--- src/rtl/fp_rf_pkg.sv ---
// fp_rf_pkg: shared sizes and types for the FP32 register file and its scoreboard
package fp_rf_pkg;
    localparam int NUM_FP_REGS = 32;
    localparam int FP_ADDR_W = $clog2(NUM_FP_REGS);
    typedef logic [FP_ADDR_W-1:0] fp_reg_addr_t;
    typedef logic [31:0] fp_word_t;
endpackage

--- src/rtl/fp_sb_hazard.sv ---
// fp_sb_hazard: pending-write bits per FP register and the RAW/WAW issue stall
module fp_sb_hazard
    import fp_rf_pkg::*;
#(
    parameter int NUM_REGS = NUM_FP_REGS,
    parameter int ADDR_W = $clog2(NUM_REGS)
) (
    input  logic                clk,
    input  logic                rst_n,
    input  logic [ADDR_W-1:0]   rs1_addr,
    input  logic [ADDR_W-1:0]   rs2_addr,
    input  logic [ADDR_W-1:0]   rs3_addr,
    input  logic                issue_valid,
    input  logic [ADDR_W-1:0]   issue_rd,
    input  logic                issue_uses_rs3,
    input  logic                wb_en,
    input  logic [ADDR_W-1:0]   wb_addr,
    output logic                issue_stall,
    output logic [NUM_REGS-1:0] busy_mask
);
    logic [NUM_REGS-1:0] clr, set, hz;
    // A writeback landing this cycle already releases its register
    assign clr = wb_en ? NUM_REGS'(1) << wb_addr : '0;
    assign hz = busy_mask & ~clr;
    assign issue_stall = issue_valid &&
        (hz[rs1_addr] || hz[rs2_addr] || (issue_uses_rs3 && hz[rs3_addr]) || hz[issue_rd]);
    assign set = (issue_valid && !issue_stall) ? NUM_REGS'(1) << issue_rd : '0;
    // Set applied after clear so a new producer keeps ownership
    always_ff @(posedge clk or negedge rst_n)
        if (!rst_n) busy_mask <= '0;
        else busy_mask <= (busy_mask & ~clr) | set;
endmodule

--- src/rtl/register_32bit.sv ---
// register_32bit: 32-bit load-enable register with asynchronous active-low clear
module register_32bit
    import fp_rf_pkg::*;
(
    input  logic     clk,
    input  logic     rst_n,
    input  logic     en,
    input  fp_word_t d,
    output fp_word_t q
);
    always_ff @(posedge clk or negedge rst_n)
        if (!rst_n) q <= '0;
        else if (en) q <= d;
endmodule

--- src/rtl/fp_regfile_scoreboard.sv ---
// fp_regfile_scoreboard: 32x32 FP register file, 3 bypassed read ports, 1 writeback,
// and a pending-write scoreboard that stalls issue on RAW/WAW hazards
module fp_regfile_scoreboard
    import fp_rf_pkg::*;
#(
    parameter int DATA_W = 32,
    parameter int NUM_REGS = NUM_FP_REGS,
    localparam int ADDR_W = $clog2(NUM_REGS)
) (
    input  logic                clk,
    input  logic                rst_n,
    input  logic [ADDR_W-1:0]   rs1_addr,
    input  logic [ADDR_W-1:0]   rs2_addr,
    input  logic [ADDR_W-1:0]   rs3_addr,
    output logic [DATA_W-1:0]   rs1_data,
    output logic [DATA_W-1:0]   rs2_data,
    output logic [DATA_W-1:0]   rs3_data,
    input  logic                issue_valid,
    input  logic [ADDR_W-1:0]   issue_rd,
    input  logic                issue_uses_rs3,
    output logic                issue_stall,
    input  logic                wb_en,
    input  logic [ADDR_W-1:0]   wb_addr,
    input  logic [DATA_W-1:0]   wb_data,
    output logic [NUM_REGS-1:0] busy_mask
);
    logic [DATA_W-1:0] regs [NUM_REGS];
    for (genvar i = 0; i < NUM_REGS; i++) begin : g_reg
        register_32bit u_reg (
            .clk   (clk),
            .rst_n (rst_n),
            .en    (wb_en && wb_addr == ADDR_W'(i)),
            .d     (wb_data),
            .q     (regs[i])
        );
    end
    // Same-cycle writeback forwards straight to the readers
    assign rs1_data = (wb_en && wb_addr == rs1_addr) ? wb_data : regs[rs1_addr];
    assign rs2_data = (wb_en && wb_addr == rs2_addr) ? wb_data : regs[rs2_addr];
    assign rs3_data = (wb_en && wb_addr == rs3_addr) ? wb_data : regs[rs3_addr];
    fp_sb_hazard #(.NUM_REGS(NUM_REGS)) u_sb (
        .clk            (clk),
        .rst_n          (rst_n),
        .rs1_addr       (rs1_addr),
        .rs2_addr       (rs2_addr),
        .rs3_addr       (rs3_addr),
        .issue_valid    (issue_valid),
        .issue_rd       (issue_rd),
        .issue_uses_rs3 (issue_uses_rs3),
        .wb_en          (wb_en),
        .wb_addr        (wb_addr),
        .issue_stall    (issue_stall),
        .busy_mask      (busy_mask)
    );
endmodule

--- config.mk ---
export PLATFORM = sky130hd
export DESIGN_NAME = fp_regfile_scoreboard
export DESIGN_NICKNAME = d
export VERILOG_FILES = /design/src/rtl/fp_rf_pkg.sv /design/src/rtl/fp_sb_hazard.sv /design/src/rtl/register_32bit.sv /design/src/rtl/fp_regfile_scoreboard.sv
export SDC_FILE = /design/constraint.sdc
export NUM_CORES = 2
export LEC_CHECK = 0
export ABC_AREA = 0
export CAP_MARGIN = 20
export CORE_MARGIN = 5
export CORE_UTILIZATION = 27
export DETAILED_ROUTE_END_ITERATION = 6
export GPL_TIMING_DRIVEN = 0
export PLACE_DENSITY = 0.48
export SYNTH_ARGS = -nofsm -noshare
export SYNTH_HDL_FRONTEND = slang
export SYNTH_SLANG_ARGS = --single-unit
--- constraint.sdc ---
create_clock -name clk -period 3.5 [get_ports clk]
set_input_delay 0.7 -clock clk [delete_from_list [all_inputs] [get_ports clk]]
set_output_delay 0.7 -clock clk [all_outputs]
set_load 0.05 [all_outputs]
Word level (Yosys, flattened, before mapping)
Index checks and enable logic that the tools add are counted.
{ "op_classes": {"shifts": 2, "order_cmp": 7, "mux": 22, "bitwise": 6, "eq_ne": 34, "reduce_logical": 43} }
{ "op_table": {"columns": ["operator", "count"], "rows": [
  ["32-bit binary-select mux with 5-bit select", 3],
  ["32-bit 2-to-1 mux", 11],
  ["5-bit equality test, second input constant", 16],
  ["1-bit by 5-bit left shift with 32-bit output, first input constant", 2],
  ["5-bit by 4-bit equality test with 1-bit output, second input constant", 8],
  ["1-bit logical AND", 38],
  ["32-bit bitwise AND", 1],
  ["32-bit NOT", 1],
  ["32-bit bitwise OR", 1],
  ["5-bit by 6-bit less-than comparator with 1-bit output, second input constant", 4],
  ["1-bit binary-select mux with 5-bit select", 4],
  ["5-bit by 3-bit equality test with 1-bit output, second input constant", 4],
  ["6-bit >= comparator, second input constant", 3],
  ["5-bit NOT with 6-bit output", 3],
  ["5-bit equality test", 3],
  ["5-bit by 2-bit equality test with 1-bit output, second input constant", 2],
  ["5-bit by 1-bit equality test with 1-bit output, second input constant", 1],
  ["5-bit zero test", 1],
  ["1-bit 2-to-1 mux", 4],
  ["1-bit logical OR", 3],
  ["1-bit zero test", 1]
]} }
{ "totals": {"inputBits": 62, "output_inout_bits": 129, "wordCells": 147, "ff_bits": 1056} }

Logic depth before layout (Yosys ltp)
{ "depth": {"depth_word": 14, "depth_mapped": 11, "ltp_nobuf": 8} }

Modules after synthesis
A second synthesis with hierarchy kept.
{ "hier_totals": {"hier_cells": 5161, "area_unflattened_um2": 72753.5} }
{ "by_module_without_submodules": {"columns": ["module", "area_per_inst_um2", "seq_area_each_um2", "cells_per_inst", "n_inst"], "rows": [
  ["register_32bit", 1345.0, 800.8, 68, 32],
  ["fp_regfile_scoreboard", 26152.6, 0.0, 2591, 1],
  ["fp_sb_hazard", 3559.7, 800.8, 394, 1]
]} }

Worst setup path after synthesis
Ideal clock, no wire load.
{ "synth_timing": {"kind": "in2out", "from": "input rs1_addr[1]", "to": "output rs1_data[23]", "setup_slack_ns": -0.769, "arrival_ns": 3.569, "path_stages": 8, "path_buffers": 4, "path_cell_list": "clkbuf_1 clkbuf_1 buf_1 clkbuf_1 mux4_2 mux4_2 mux2i_1 o21ai_0"} }
{ "synth_via": {"elab_chain_len": 5, "word_cells_on_any_way": 7, "classes_between": "eq/ne: 1; mux: 4; bitwise: 1; reduce/logical: 1"} }
{ "synth_lines": {"columns": ["item", "line", "rtl"], "rows": [
  ["start, declared", "fp_regfile_scoreboard.sv:12", "input logic [ADDR_W-1:0] rs1_addr,"],
  ["5-bit NOT with 6-bit output (implied by the code)", "fp_regfile_scoreboard.sv:38", "assign rs1_data = (wb_en && wb_addr == rs1_addr) ? wb_data : regs[rs1_addr];"],
  ["32-bit binary-select mux with 5-bit select", "fp_regfile_scoreboard.sv:38", null],
  ["32-bit 2-to-1 mux (implied by the code) (2 in series)", "fp_regfile_scoreboard.sv:38", null],
  ["32-bit 2-to-1 mux *", "fp_regfile_scoreboard.sv:38", null],
  ["end, declared", "fp_regfile_scoreboard.sv:15", "output logic [DATA_W-1:0] rs1_data,"]
]} }
Every way passes the cells marked *; elsewhere a longest branch is shown, timed or not. The select of a mux whose other input is x is not followed.

Worst setup path after layout
{ "layout_timing": {"from": "input rs3_addr[0]", "to": "output rs3_data[9]"} }
{ "layout_via": {"elab_chain_len": 5, "word_cells_on_any_way": 7, "classes_between": "eq/ne: 1; mux: 4; bitwise: 1; reduce/logical: 1"} }
{ "layout_lines": {"columns": ["item", "line", "rtl"], "rows": [
  ["start, declared", "fp_regfile_scoreboard.sv:14", "input logic [ADDR_W-1:0] rs3_addr,"],
  ["5-bit NOT with 6-bit output (implied by the code)", "fp_regfile_scoreboard.sv:40", "assign rs3_data = (wb_en && wb_addr == rs3_addr) ? wb_data : regs[rs3_addr];"],
  ["32-bit binary-select mux with 5-bit select", "fp_regfile_scoreboard.sv:40", null],
  ["32-bit 2-to-1 mux (implied by the code) (2 in series)", "fp_regfile_scoreboard.sv:40", null],
  ["32-bit 2-to-1 mux *", "fp_regfile_scoreboard.sv:40", null],
  ["end, declared", "fp_regfile_scoreboard.sv:17", "output logic [DATA_W-1:0] rs3_data,"]
]} }
Marks and branches as above.

==> summary.txt <==
Outcome
  • Status: complete, but fails checks
  • Failing checks: setup timing

Yosys
  • Ys async rst share: 1.00
  • Avg Inst Size Synth: 15.7 um2
  • Synth cell types: 61
  • Synthesized flop and latch total: 1056
  • Net Count, Synth: 4241
  • Seq/Total Area, Yosys: 0.403
  • Yosys top cell by area: dfrtp_1
  • Post-Syn Area: 0.0656 mm2
  • Complex-gate fraction of the synthesized area: 0.0196
  • Most used DFF post-synth: dfrtp_1
  • Mux share of post-synthesis cell area: 0.524
  • Adder and majority gate portion of the synthesized area: 0
  • Post-synth EDFFs: 0
  • Post-Synthesis Cells: 4179
  • Ys Warns: 0
  • Area share of the largest cell type after synthesis: 0.403
  • Largest family of logic cells by synthesized area: multiplexers
  • Synth Area in Simple Gates: 0.0231
  • Synth Area in XOR/XNOR: 0.00200
  • Synth area leaders: dfrtp_1 (40%), mux4_2 (33%), mux2_2 (18%), clkbuf_1 (1.9%), mux2i_1 (1.7%)

Timing
  • Tmin final: 3770 ps
  • Setup-failing EPs final: 97
  • Slew margin rel.: 0.167
  • Final Hold Fails: 0
  • Setup Skew: 10.2 ps
  • FMAX: 265 MHz
  • RSZ-0062 raised after global routing: true
  • Fin. max-slew vios: 0
  • Final setup margin: -273 ps
  • Slew @ Worst Pin: 1240 ps
  • Final period util: 1.08

Worst setup path
  • Worst r2r src: u_sb.busy_mask[9]
  • Setup CP Type: in -> out
  • CP Capture Type: output port
  • Critical Path RT: 2800 ps
  • Setup crit start kind: input port
  • Critical Path Start: rs3_addr[0]
  • Crit path to: rs3_data[9]
  • R2R Setup Slk: 910 ps
  • Max FO, Critical Path: 5
  • Worst-case reg-to-reg path depth: 8
  • CP arrival: 3070 ps
  • Critical R2R Capture: u_sb.busy_mask[7]

Clocking
  • CTS Root Cell: clkbuf_16
  • # clock sinks: 1056
  • Num CTS Buffers: 131
  • Number of H-tree levels: 4
  • Clock Pin Slew Worst Setup and Hold Paths: 60 ps
  • Clock Path Buffers: 3
  • CTS tree: built
  • Clock Latency Late Sink: 810 ps

Detailed routing
  • Wirelength, routed: 304 mm
  • Total number of vias: 47.2k
  • Starting DRT DRC Count: 5414
  • Remaining antenna violation count after routing: 0
  • DRC: 0
  • Vias per Instance: 5.88
  • First drt pass iteration count: 6
  • WL/cell: 37.8 um

Pwr
  • NetSw: 15500 uW
  • Sw Share: 0.333
  • Clock power share: 0.305
  • VDD IR max: 0.479 mV
  • Combinational share of power: 0.332
  • Leakage: 0.0340 uW
  • Cell-internal power: 31000 uW
  • Total power density per cell area: 548 mW/mm2
  • Sequential fraction of design power: 0.363

Global route
  • Vias in the first global route: 48.1k
  • Grt total ovfl: 0
  • Initial antenna violation count: 11
  • GRT Total Usage: 0.234
  • Largest net degree at the start of global routing: 163
  • Global-route wire length before repair: 410 mm

Cells and area
  • Commonest non-fill, non-tap cell in the layout: dfrtp_1
  • Final Cell Area: 0.0849 mm2
  • Fillers: 23.0k
  • Area growth syn-to-layout: 29.4%
  • Register area: 0.0264 mm2
  • Layout cells sized above 1: 0.630
  • Commonest cells after routing, fill and taps aside: dfrtp_1 (1056), mux2_2 (1024), mux4_2 (965)
  • Multi-input gate area: 0.0388 mm2
  • Final nets: 4793

Floorplan
  • IO Count: 191
  • Die footprint: 0.253 mm2
  • Width of the die: 503 um
  • Rows: 181
  • Starting Density: 0.271
  • Die H: 503 um
  • Total core area: 0.243 mm2

Place
  • Setup WS pre-CTS: -3060 ps
  • DP Area: 0.0742 mm2
  • RePlAce Congestion: 0.888
  • Port-buffer cells: 181
  • Final HPWL DP: 212 mm

Min path
  • Hold crit path type: in -> reg
  • Hold Path Depth: 4

Run
  • Maxcap violations: 0
how the worst min path moves through the flow:
stage | start | end
after CTS | wb_addr[2] | u_sb.busy_mask[13]
after detailed placement | g_reg[18].u_reg.q[5] | g_reg[18].u_reg.q[5]
after global routing | wb_addr[0] | u_sb.busy_mask[1]
after global placement | g_reg[2].u_reg.q[19] | g_reg[2].u_reg.q[19]
after floorplan | rst_n | g_reg[0].u_reg.q[0]
final | wb_addr[2] | u_sb.busy_mask[13]
cells in the mapped netlist, drive strengths merged, types with 3 or more instances:
cell type  count
nand3         14
a32oi          7
nor2b         13
dfrtp       1056
inv            7
nor3b          3
clkbuf       329
nand2        153
and2           5
o2111ai        8
mux4         965
nor4           8
nand4bb        4
o22ai          3
nor2          46
mux2        1025
or4            4
a21oi          5
nand4b         6
xnor2          3
nor4b          3
and3b          3
nor3          11
nand4          8
xor2          12
buf          144
a22oi          5
nand2b         9
o21ai        158
and3           8
mux2i        113
o31ai          4
o211ai        10
cell families (layout without fill, tap and decap cells):
kind of cell,after synthesis,after routing
compound gates,217,217
xor+xnor,15,15
buf+inv,481,1131
flops,1056,1056
mux,2103,2103
other cells,0,4
simple gates,307,307
power by group through the flow:
stage               clock network (uW)  logic (uW)  registers, uW
detailed placement                   0       14000          17000
floorplan                            0        9350          16600
finish                           14200       15400          16900
global placement                     0       13700          16900
CTS                              14400       15200          16800
global route                     14900       16100          17300
worst max-delay path: stages:
cell       delay, ps
clkbuf_16        120
buf_16           140
buf_16           130
buf_12           140
buf_16           140
buf_6            100
mux4_2           520
mux4_2           530
mux2i_4          230
o21ai_4          100
buf_8            170
metrics by stage:
stage | cells | hold slack [ps] | setup TNS [ps] | total power (uW) | utilization
floorplan | 4179 | 404 | -2010 | 25900 | -
global placement | 7562 | 518 | - | 30600 | 0.298
detailed placement | 7663 | 530 | -681360 | 31000 | 0.306
CTS | 7998 | 408 | -20260 | 46400 | 0.347
global route | 8033 | 450 | -18930 | 48200 | 0.350
finish | 8035 | 441 | -17040 | 46600 | 0.350
final cells by class:
class                   count  share of cell area
clock buffers             179              0.0442
inverters                   8            0.000368
plain buffers             467              0.0628
well taps                3202              0.0472
diodes                      4            0.000118
multi-input cells        2642               0.456
repair buffers            425              0.0706
clock inverters            52             0.00734
flip-flops and latches   1056               0.311
what timing repair did:
item	4_1_cts	5_1_grt
setup buffers	80	19
hold buffers	2	0
cloned	26	24
setup endpoints to repair	168	343
resized for setup	1588	84
hold endpoints to repair	46	0
pin swaps	37	31
state kept, by name, summed over array words and instances, names as in the netlist:
signal,flops
u_sb.busy_mask,32
g.u_reg.q,1024
layer usage:
layer | up-vias | track usage | share of wire
met5 | - | 0.00457 | 0.00077
met1 | 25990 | 0.305 | 0.40
met4 | 12 | 0.0994 | 0.053
met3 | 648 | 0.0641 | 0.090
li1 | 18057 | - | -
met2 | 2534 | 0.367 | 0.46
No activity file was read; power rests on OpenSTA's default activity.
